<file path="config.mk">
export PLATFORM = sky130hd
export DESIGN_NAME = loop_filter
export DESIGN_NICKNAME = d
export VERILOG_FILES = /design/src/rtl/adpll_pkg.sv /design/src/rtl/sat_add.sv /design/src/rtl/loop_filter.sv
export SDC_FILE = /design/constraint.sdc
export NUM_CORES = 1
export LEC_CHECK = 0
export CORE_ASPECT_RATIO = 0.5
export CORE_MARGIN = 5
export CORE_UTILIZATION = 30
export DETAILED_ROUTE_END_ITERATION = 16
export SETUP_SLACK_MARGIN = 0.3
export SLEW_MARGIN = 30
export SYNTH_ARGS = -nofsm -noshare
export SYNTH_HDL_FRONTEND = slang
export SYNTH_SLANG_ARGS = --single-unit
</file>
<file path="constraint.sdc">
create_clock -name fpga_clk_i -period 4.4 [get_ports fpga_clk_i]
set_input_delay 0.66 -clock fpga_clk_i [delete_from_list [all_inputs] [get_ports fpga_clk_i]]
set_output_delay 0.66 -clock fpga_clk_i [all_outputs]
set_load 0.05 [all_outputs]
</file>
<file path="src/rtl/adpll_pkg.sv">
// adpll_pkg: shared widths, gains, types and lock states for the ADPLL loop filter
package adpll_pkg;
  localparam int PD_WIDTH   = 20;
  localparam int CTRL_WIDTH = 24;
  localparam int INT_WIDTH  = 26;
  localparam int SUM_WIDTH  = INT_WIDTH + 2;
  localparam int KP_SHIFT   = 2;
  localparam int KI_SHIFT   = 6;
  localparam int INT_LIMIT  = 2**20;
  localparam int LOCK_TOL   = 4;
  localparam int LOCK_COUNT = 16;
  localparam logic [CTRL_WIDTH-1:0] CTRL_CENTER = 24'h100000;
  typedef logic signed [PD_WIDTH-1:0]  pd_err_t;
  typedef logic        [CTRL_WIDTH-1:0] ctrl_word_t;
  typedef logic signed [INT_WIDTH-1:0] integ_t;
  typedef enum logic [1:0] {UNLOCKED, LOCKING, LOCKED} lock_state_e;
endpackage

</file>
<file path="src/rtl/sat_add.sv">
// sat_add: signed add of two IW-bit operands, clamped to [MIN, MAX] and cut to OW bits
module sat_add #(
  parameter int IW = 26,
  parameter int OW = 26,
  parameter logic signed [IW:0] MIN = '0,
  parameter logic signed [IW:0] MAX = '0
) (
  input  logic [IW-1:0] i_a,
  input  logic [IW-1:0] i_b,
  output logic [OW-1:0] o_y
);
  logic signed [IW:0] w_sum;
  assign w_sum = $signed({i_a[IW-1], i_a}) + $signed({i_b[IW-1], i_b});
  assign o_y = (w_sum > MAX) ? MAX[OW-1:0] : (w_sum < MIN) ? MIN[OW-1:0] : w_sum[OW-1:0];
endmodule

</file>
<file path="src/rtl/loop_filter.sv">
// loop_filter: two-stage PI loop filter producing a saturated DCO control word and lock flag
module loop_filter
  import adpll_pkg::*;
(
  input  logic                  fpga_clk_i,
  input  logic                  reset_n_i,
  input  logic [PD_WIDTH-1:0]   pd_err_i,
  input  logic                  pd_valid_i,
  input  logic                  hold_i,
  input  logic                  clear_i,
  output logic [CTRL_WIDTH-1:0] ctrl_o,
  output logic                  ctrl_valid_o,
  output logic                  locked_o
);
  localparam int CW = $clog2(LOCK_COUNT + 1);
  localparam logic [SUM_WIDTH-1:0] CENTER_X = SUM_WIDTH'(CTRL_CENTER);

  logic        w_accept;
  integ_t      w_err_x;
  integ_t      w_integ_nx;
  integ_t      r_integ;
  integ_t      r_p;
  logic        r_v1;
  ctrl_word_t  w_ctrl;
  logic [PD_WIDTH-1:0]  w_abs;
  logic        w_in_tol;
  lock_state_e r_state;
  lock_state_e w_state_nx;
  logic [CW-1:0] r_cnt;
  logic [CW-1:0] w_cnt_nx;
  logic [CW-1:0] w_cnt_inc;
  logic        w_locked;
  logic [SUM_WIDTH-1:0] w_sum_a;
  logic [SUM_WIDTH-1:0] w_sum_b;

  assign w_accept  = pd_valid_i & ~clear_i;
  assign w_err_x   = {{(INT_WIDTH-PD_WIDTH){pd_err_i[PD_WIDTH-1]}}, pd_err_i};
  // Saturating magnitude: the most negative code negates to itself and stays far outside tolerance.
  assign w_abs     = pd_err_i[PD_WIDTH-1] ? -pd_err_i : pd_err_i;
  assign w_in_tol  = (pd_err_i != {1'b1, {(PD_WIDTH-1){1'b0}}}) && (w_abs <= PD_WIDTH'(LOCK_TOL));
  assign w_cnt_inc = r_cnt + 1'b1;
  assign w_sum_a   = CENTER_X + {{(SUM_WIDTH-INT_WIDTH){r_p[INT_WIDTH-1]}}, r_p};
  assign w_sum_b   = {{(SUM_WIDTH-INT_WIDTH){r_integ[INT_WIDTH-1]}}, r_integ};

  sat_add #(
    .IW(INT_WIDTH), .OW(INT_WIDTH),
    .MIN((INT_WIDTH+1)'(-INT_LIMIT)), .MAX((INT_WIDTH+1)'(INT_LIMIT))
  ) u_integ_sat (
    .i_a(r_integ), .i_b(w_err_x >>> KI_SHIFT), .o_y(w_integ_nx)
  );

  sat_add #(
    .IW(SUM_WIDTH), .OW(CTRL_WIDTH),
    .MIN('0), .MAX((SUM_WIDTH+1)'(2**CTRL_WIDTH - 1))
  ) u_ctrl_sat (
    .i_a(w_sum_a), .i_b(w_sum_b), .o_y(w_ctrl)
  );

  // Stage 1: capture proportional term and advance the clamped integrator
  always_ff @(posedge fpga_clk_i or negedge reset_n_i) begin
    if (!reset_n_i) begin
      r_v1    <= 1'b0;
      r_p     <= '0;
      r_integ <= '0;
    end else begin
      r_v1 <= w_accept;
      if (clear_i) r_integ <= '0;
      else if (pd_valid_i) begin
        r_p <= w_err_x >>> KP_SHIFT;
        if (!hold_i) r_integ <= w_integ_nx;
      end
    end
  end

  // Stage 2: publish the clamped control word with its lock status
  always_ff @(posedge fpga_clk_i or negedge reset_n_i) begin
    if (!reset_n_i) begin
      ctrl_o       <= CTRL_CENTER;
      ctrl_valid_o <= 1'b0;
      locked_o     <= 1'b0;
    end else begin
      ctrl_valid_o <= r_v1;
      if (r_v1) ctrl_o <= w_ctrl;
      locked_o <= clear_i ? 1'b0 : r_v1 ? w_locked : locked_o;
    end
  end

  // Lock FSM state register
  always_ff @(posedge fpga_clk_i or negedge reset_n_i) begin
    if (!reset_n_i) begin
      r_state <= UNLOCKED;
      r_cnt   <= '0;
    end else begin
      r_state <= w_state_nx;
      r_cnt   <= w_cnt_nx;
    end
  end

  // Lock FSM next state: evaluated once per accepted sample, clear wins
  always_comb begin
    w_state_nx = r_state;
    w_cnt_nx   = r_cnt;
    if (clear_i || (pd_valid_i && !w_in_tol)) begin
      w_state_nx = UNLOCKED;
      w_cnt_nx   = '0;
    end else if (pd_valid_i && r_state == UNLOCKED) begin
      w_state_nx = LOCKING;
      w_cnt_nx   = CW'(1);
    end else if (pd_valid_i && r_state == LOCKING) begin
      w_cnt_nx   = w_cnt_inc;
      w_state_nx = (w_cnt_inc == CW'(LOCK_COUNT)) ? LOCKED : LOCKING;
    end
  end

  // Lock FSM output decode
  always_comb begin
    w_locked = (r_state == LOCKED);
  end
endmodule

</file>
# After elaboration in Yosys (flattened, before gate mapping)

Cells that the tools add are included.

Output and inout bits: 26
Flip-flop bits (word level): 78
Word-level logic and storage cells: 54

Reduce and logical (&&, ||, !) cells: 12
Add/subtract/negate cells: 5
Muxes and demuxes: 17
Magnitude comparators: 5
Eq/ne operators: 5
Bitwise gates (word level): 2

Operators with widths:

| operator                                                                | count |
|---|---|
| 26-bit two-way mux                                                      | 5 |
| 24-bit two-way mux                                                      | 2 |
| 29-bit by 25-bit > comparator with 1-bit output (second input constant) | 1 |
| 29-bit by 1-bit < comparator with 1-bit output (second input constant)  | 1 |
| 23-bit by 26-bit adder with 27-bit output                               | 1 |
| 26-bit by 14-bit adder with 27-bit output                               | 1 |
| 27-bit by 22-bit > comparator with 1-bit output (second input constant) | 1 |
| 27-bit by 21-bit < comparator with 1-bit output (second input constant) | 1 |
| 22-bit by 18-bit adder with 23-bit output (first input constant)        | 1 |
| 20-bit by 3-bit <= comparator with 1-bit output (second input constant) | 1 |
| 20-bit two-way mux                                                      | 1 |
| 20-bit != test (second input constant)                                  | 1 |
| 20-bit negator                                                          | 1 |
| 5-bit two-way mux                                                       | 3 |
| 2-bit two-way mux                                                       | 4 |
| 5-bit by 1-bit adder with 5-bit output (second input constant)          | 1 |
| 5-bit == test (second input constant)                                   | 1 |
| 1-bit logical AND                                                       | 4 |
| 2-bit AND reduction                                                     | 2 |
| 2-bit nonzero test                                                      | 2 |
| 3-bit nonzero test                                                      | 1 |
| 2-bit by 1-bit == test with 1-bit output (second input constant)        | 1 |
| 2-bit == test (second input constant)                                   | 1 |
| 2-bit zero test                                                         | 1 |
| 6 further kinds                                                         | 7 |

# Logic depth before layout (Yosys ltp)

Depth after elaboration: 8
Mapped depth: 13
Gate-level depth less buffers: 12

# Cells and area by module

A second synthesis with hierarchy kept.

Cells, all modules: 855
Area total of the unflattened synthesis: 7193.1 sq um

Modules (own cells, without submodules):

| module                 | times used | area an instance (sq um) | cells each |
|---|---|---|---|
| loop_filter            | 1          | 3524.6                   | 320 |
| sat_add at u_integ_sat | 1          | 1838.0                   | 277 |
| sat_add at u_ctrl_sat  | 1          | 1830.5                   | 258 |

# Worst setup path before layout

No wires, ideal clock.

Path kind: reg-to-reg
From: register r_integ[2]
To: register ctrl_o[0]
Cell stages (with the launch flop): 13
Period minus slack after synthesis: 3046 ps
Setup slack: 1354 ps
Library setup time: 82 ps
Required time: 4318 ps
Arrival time: 2964 ps
Path through: dfrtp_1 > ha_1 > ha_1 > a21oi_1 > o211ai_1 > or3_1 > a2111oi_4 > o311ai_1 > a221oi_2 > xnor2_1 > nand2_2 > buf_6 > o22ai_1

Cells in the longest elaborated chain, start to end: 4
Elaborated cells on any way between the ends: 5
Classes of those cells: 1 x add/sub; 2 x order compare; 2 x mux

RTL lines:

| what                                           | RTL line          | source |
|---|---|---|
| from (decl)                                    | loop_filter.sv:21 | `integ_t r_integ;` |
| from (signal assigned)                         | loop_filter.sv:70 | `if (!hold_i) r_integ <= w_integ_nx;` |
| 23-bit by 26-bit adder with 27-bit output (*)  | sat_add.sv:13     | `assign w_sum = $signed({i_a[IW-1], i_a}) + $signed({i_b[IW-1], i_b});` |
| 29-bit by 1-bit < comparator with 1-bit output | sat_add.sv:14     | `assign o_y = (w_sum > MAX) ? MAX[OW-1:0] : (w_sum < MIN) ? MIN[OW-1:0] : w_sum[OW-1:0];` |
| 24-bit two-way mux                             | sat_add.sv:14     |  |
| 24-bit two-way mux (*)                         | sat_add.sv:14     |  |
| to (signal assigned)                           | loop_filter.sv:83 | `if (r_v1) ctrl_o <= w_ctrl;` |
| to (decl)                                      | loop_filter.sv:11 | `output logic [CTRL_WIDTH-1:0] ctrl_o,` |

Mark *: on every way between the ends. The rest lies on a longest branch, timed or not.
A chain may end at the register's enable or synchronous reset.

# Worst setup path in the final report

From: input pd_err_i[6]
To: register r_integ[1]

Cells in the longest elaborated chain, start to end: 7
Elaborated cells on any way between the ends: 8
Classes of those cells: 1 x add/sub; 2 x order compare; 5 x mux

RTL lines:

| what                                            | RTL line          | source |
|---|---|---|
| from (decl)                                     | loop_filter.sv:7  | `input logic [PD_WIDTH-1:0] pd_err_i,` |
| 26-bit by 14-bit adder with 27-bit output (*)   | sat_add.sv:13     |  |
| 27-bit by 21-bit < comparator with 1-bit output | sat_add.sv:14     |  |
| 26-bit two-way mux                              | sat_add.sv:14     |  |
| 26-bit two-way mux (*)                          | sat_add.sv:14     |  |
| 26-bit two-way mux (*)                          | loop_filter.sv:70 |  |
| 26-bit two-way mux (*)                          | loop_filter.sv:68 | `else if (pd_valid_i) begin` |
| 26-bit two-way mux (*)                          | loop_filter.sv:67 | `if (clear_i) r_integ <= '0;` |

Mark *: on every way between the ends. The rest lies on a longest branch, timed or not. The select of a mux whose other input is x is not followed.

==> summary.md <==
| Metric | Value |
|---|---|
| Max VDD drop | between 0.15 and 0.2 mV |
| Crit path kind | in2reg |
| Initial Utilization | approximately 30% |
| Leakage | 3.483 nW |
| I/O Buffers | 50 |
| CP required | 4.64 ns |
| Max_cap viols | 0 |
| Combinational share of power | around two fifths |
| Met3 wire length | roughly 650 um |
| Chip Height | about 120 um |
| Slew @ Worst Pin | a little over 0.7 ns |
| Reg2reg setup slack | 0.74 ns |
| Warnings from Yosys | 0 |
| First-pass GRT wire length | between 30,000 and 40,000 um |
| Synth Cell Area | around 0.0069 mm2 |
| Worst slew margin | 52.85% |
| Post-synth EDFFs | 0 |
| Antenna violations before repair | 0 |
| Via count | a little over 6,000 |
| Dpl cell area | between 0.007 and 0.008 mm2 |
| Placed Cells | 1,169 |
| WL final | 18,650 um |
| Seq/Total Area, Yosys | between 20 and 30% |
| Final hold violation count | 0 |
| Fmax | around 0.26 GHz |
| Internal | ~1.6 mW |
| Drt drc | 0 |
| Fillcell total | 2,344 |
| Core Box Area | ~0.023 mm2 |
| Gr ovfl total | 0 |
| Cell Rows | 39 |
| Asr flop ratio synth | between 90% and 100% |
| Synth unique cells | 81 |
| Met2 routed WL | 7936 um |
| Die ar. | between 0.02 and 0.03 mm2 |
| Minimum clock period | 3.836 ns |
| Top-area cell type share of the netlist area | 27.75% |
| Area of the multi-input gates | between 0.004 and 0.005 mm2 |
| Fraction of layout cells with a size suffix above 1 | between 7 and 8% |
| Clock power frac | 28.1% |
| Synth area leaders | dfrtp_1 28%, ha_1 14%, a21oi_1 4.8%, nand2_1 4.4%, xnor2_1 4.0% |
| CTS tree | built |
| Drt initial violations | around 340 |
| CTS Buffer Depth | 2 |
| Worst EP arrival | between 4 and 5 ns |
| Clock skew | 0.007643 ns |
| Pwr Density | between 300 and 400 mW/mm2 |
| Post-route insts no fill | roughly 1,200 |
| DRT met1 WL | ~9800 um |
| Post-CTS setup buffers | 0 |
| Num ports | 51 |
| Cell area after layout | 0.008084 mm2 |
| Setup-failing EPs final | 0 |
| Avg Inst Size Synth | approximately 8.4 um2 |
| Reg power frac | 33.3% |
| Clock root buffer | clkbuf_16 |
| NetSw | 0.9978 mW |
| Worst setup EP type | flop |
| Post-Route Setup TNS | 0 ns |
| Most used DFF post-synth | dfrtp_1 |
| Most common cell in the netlist | nand2_1 |
| RSZ-0062 raised after global routing | false |
| Final Worst Setup Slack | ~0.56 ns |
| Worst-Skew Late Latency | between 0.3 and 0.4 ns |
| Pin count of the biggest net entering global routing | between 40 and 50 |
| Ant. Diodes | 0 |
| Via density | approximately 5.3 |
| Depth of the CTS H-tree | 3 |
| Post-DP HPWL | ~15,000 um |
| Final hold slack | ~0.32 ns |
| Register area | around 0.0020 mm2 |
| Max Used Layer | met4 |
| Number of max-slew violations in the final report | 0 |
| Die span in x | roughly 230 um |
| CP Launch Type | input port |
| Clock sinks | 78 |
| Synth area leader | dfrtp_1 |
| Reg clk slew, reported paths | approximately 0.06 ns |
| #FFs+latches synth | roughly 80 |
| Total nets after synthesis | 936 |
| Commonest cells post-synth | 82 x nand2_1, 80 x ha_1, 77 x dfrtp_1 |
| Crit-path max FO | 20 |
| Post-synthesis cell count | 829 |
| Sw frac | a little under two fifths |
| Period utilization | 87.18% |
| Pre-antenna DRT Iters | 5 |
| DR WL/cell | approximately 16 um |
| Critical path origin | pd_err_i[6] |
| GPL Wtd Cong | approximately 0.90 |
| Dpl ws | ~0.16 ns |
| CTS Buf Count | 9 |
| GRT Util Overall | 14.07% |
| Launch point of the worst reg-to-reg path | r_integ[2]$_DFFE_PN0P_ |
| Final net count | between 900 and 1,000 |
| Vias in the first global route | 6,005 |
| Area growth syn-to-layout | 16.41% |
| Status | finished, final reports clean |
| Remaining antenna violation count after routing | 0 |
| Hold Path Class | in2async |
## cells in the final DEF, fill, tap and decap left out, drive strengths merged, types with 4 or more instances in the layout
master | synthesis | final
ha | 80 | 80
dfrtp | 77 | 77
mux2 | 16 | 16
a21oi | 67 | 67
a21o | 14 | 14
nor2 | 63 | 63
clkbuf | 15 | 13
o21ai | 48 | 48
inv | 56 | 56
xor2 | 13 | 13
nor2b | 13 | 13
clkdlybuf4s50 | 0 | 48
xnor2 | 32 | 32
and4 | 4 | 4
nor4 | 7 | 7
o311ai | 4 | 4
or3 | 6 | 6
o22ai | 25 | 25
nor3 | 16 | 16
and3 | 4 | 4
o211ai | 31 | 31
nand2b | 10 | 10
or2 | 4 | 4
o31ai | 6 | 6
nand2 | 84 | 84
o21bai | 7 | 7
nand4 | 9 | 9
o21a | 10 | 10
nand3 | 34 | 34
a211oi | 6 | 6
buf | 14 | 13
## worst max-delay path, cell delays in order
cell and delay [ns]:
clkdlybuf4s50_1 0.65, ha_1 0.27, inv_1 0.07, fa_1 0.40
nor2b_1 0.16, o31a_1 0.19, o21ai_2 0.17, o2111a_1 0.29
nor2_1 0.14, xor2_1 0.35, and2_1 0.18, buf_4 0.24
inv_1 0.08, o311ai_2 0.22
## routing by layer
layer	global-route usage (%)	up-vias
met3	1.371	21
li1	-	3124
met1	21.36	2955
met5	0	-
met4	4.269	0
met2	20.96	125
## final timing paths
| path | endpoint | cells after the start |
|---|---|---|
| max | r_integ[1]$_DFFE_PN0P_ | 14 |
| min | r_integ[16]$_DFFE_PN0P_ | 1 |
| max reg2reg | ctrl_o[3]$_DFFE_PN0P_ | 11 |
| min reg2reg | ctrl_o[20]$_DFFE_PN1P_ | 2 |
| max in group asynchronous | r_v1$_DFF_PN0_ | 2 |
| min in group fpga_clk_i | ctrl_o[20]$_DFFE_PN1P_ | 2 |
## through the flow
stage                     power, mW  util [%]
final                         2.647     35.47
after global routing          2.810     35.47
after CTS                     2.676     35.46
after detailed placement      1.914     34.17
after global placement        1.899     34.08
after floorplan               1.597         -
## registers in the layout, indices dropped and copies added (netlist names)
register / count
ctrl_o: 24
ctrl_valid_o: 1
locked_o: 1
r_cnt: 5
r_integ: 26
r_p: 18
r_state: 2
r_v1: 1
## timing repair
item                       CTS  global route
gates resized for setup      0             1
setup endpoints to repair    0             7
hold buffers                 0             0
## kinds of logic (layout without fill, tap and decap cells)
logic type      count (synthesis)  count (layout)  synth area share (%)
buf+inv                        85             134                 5.081
mux                            18              18                 2.883
compound gates                252             252                 24.07
fa+ha+maj                      82              82                 14.99
flops                          78              78                 28.13
xor+xnor                       45              45                 5.676
simple gates                  269             269                 19.17
## final cells by class
class                      count  area share (%)
sequential                    78           24.18
clock inverter                 3          0.5417
multi-input combinational    666           57.38
inverter                      56           2.600
clock buffer                  13           3.095
timing repair buffer          62           7.460
tap                          307           4.752
## power by group through the flow
stage | Sequential [mW] | Combinational [mW] | Clock (mW)
after floorplan | 1.11 | 0.489 | 0
after global placement | 0.892 | 1.01 | 0
after detailed placement | 0.896 | 1.02 | 0
after CTS | 0.883 | 1.03 | 0.767
after global routing | 0.896 | 1.12 | 0.795
final | 0.881 | 1.02 | 0.744
(Power assumes the default switching activity.)
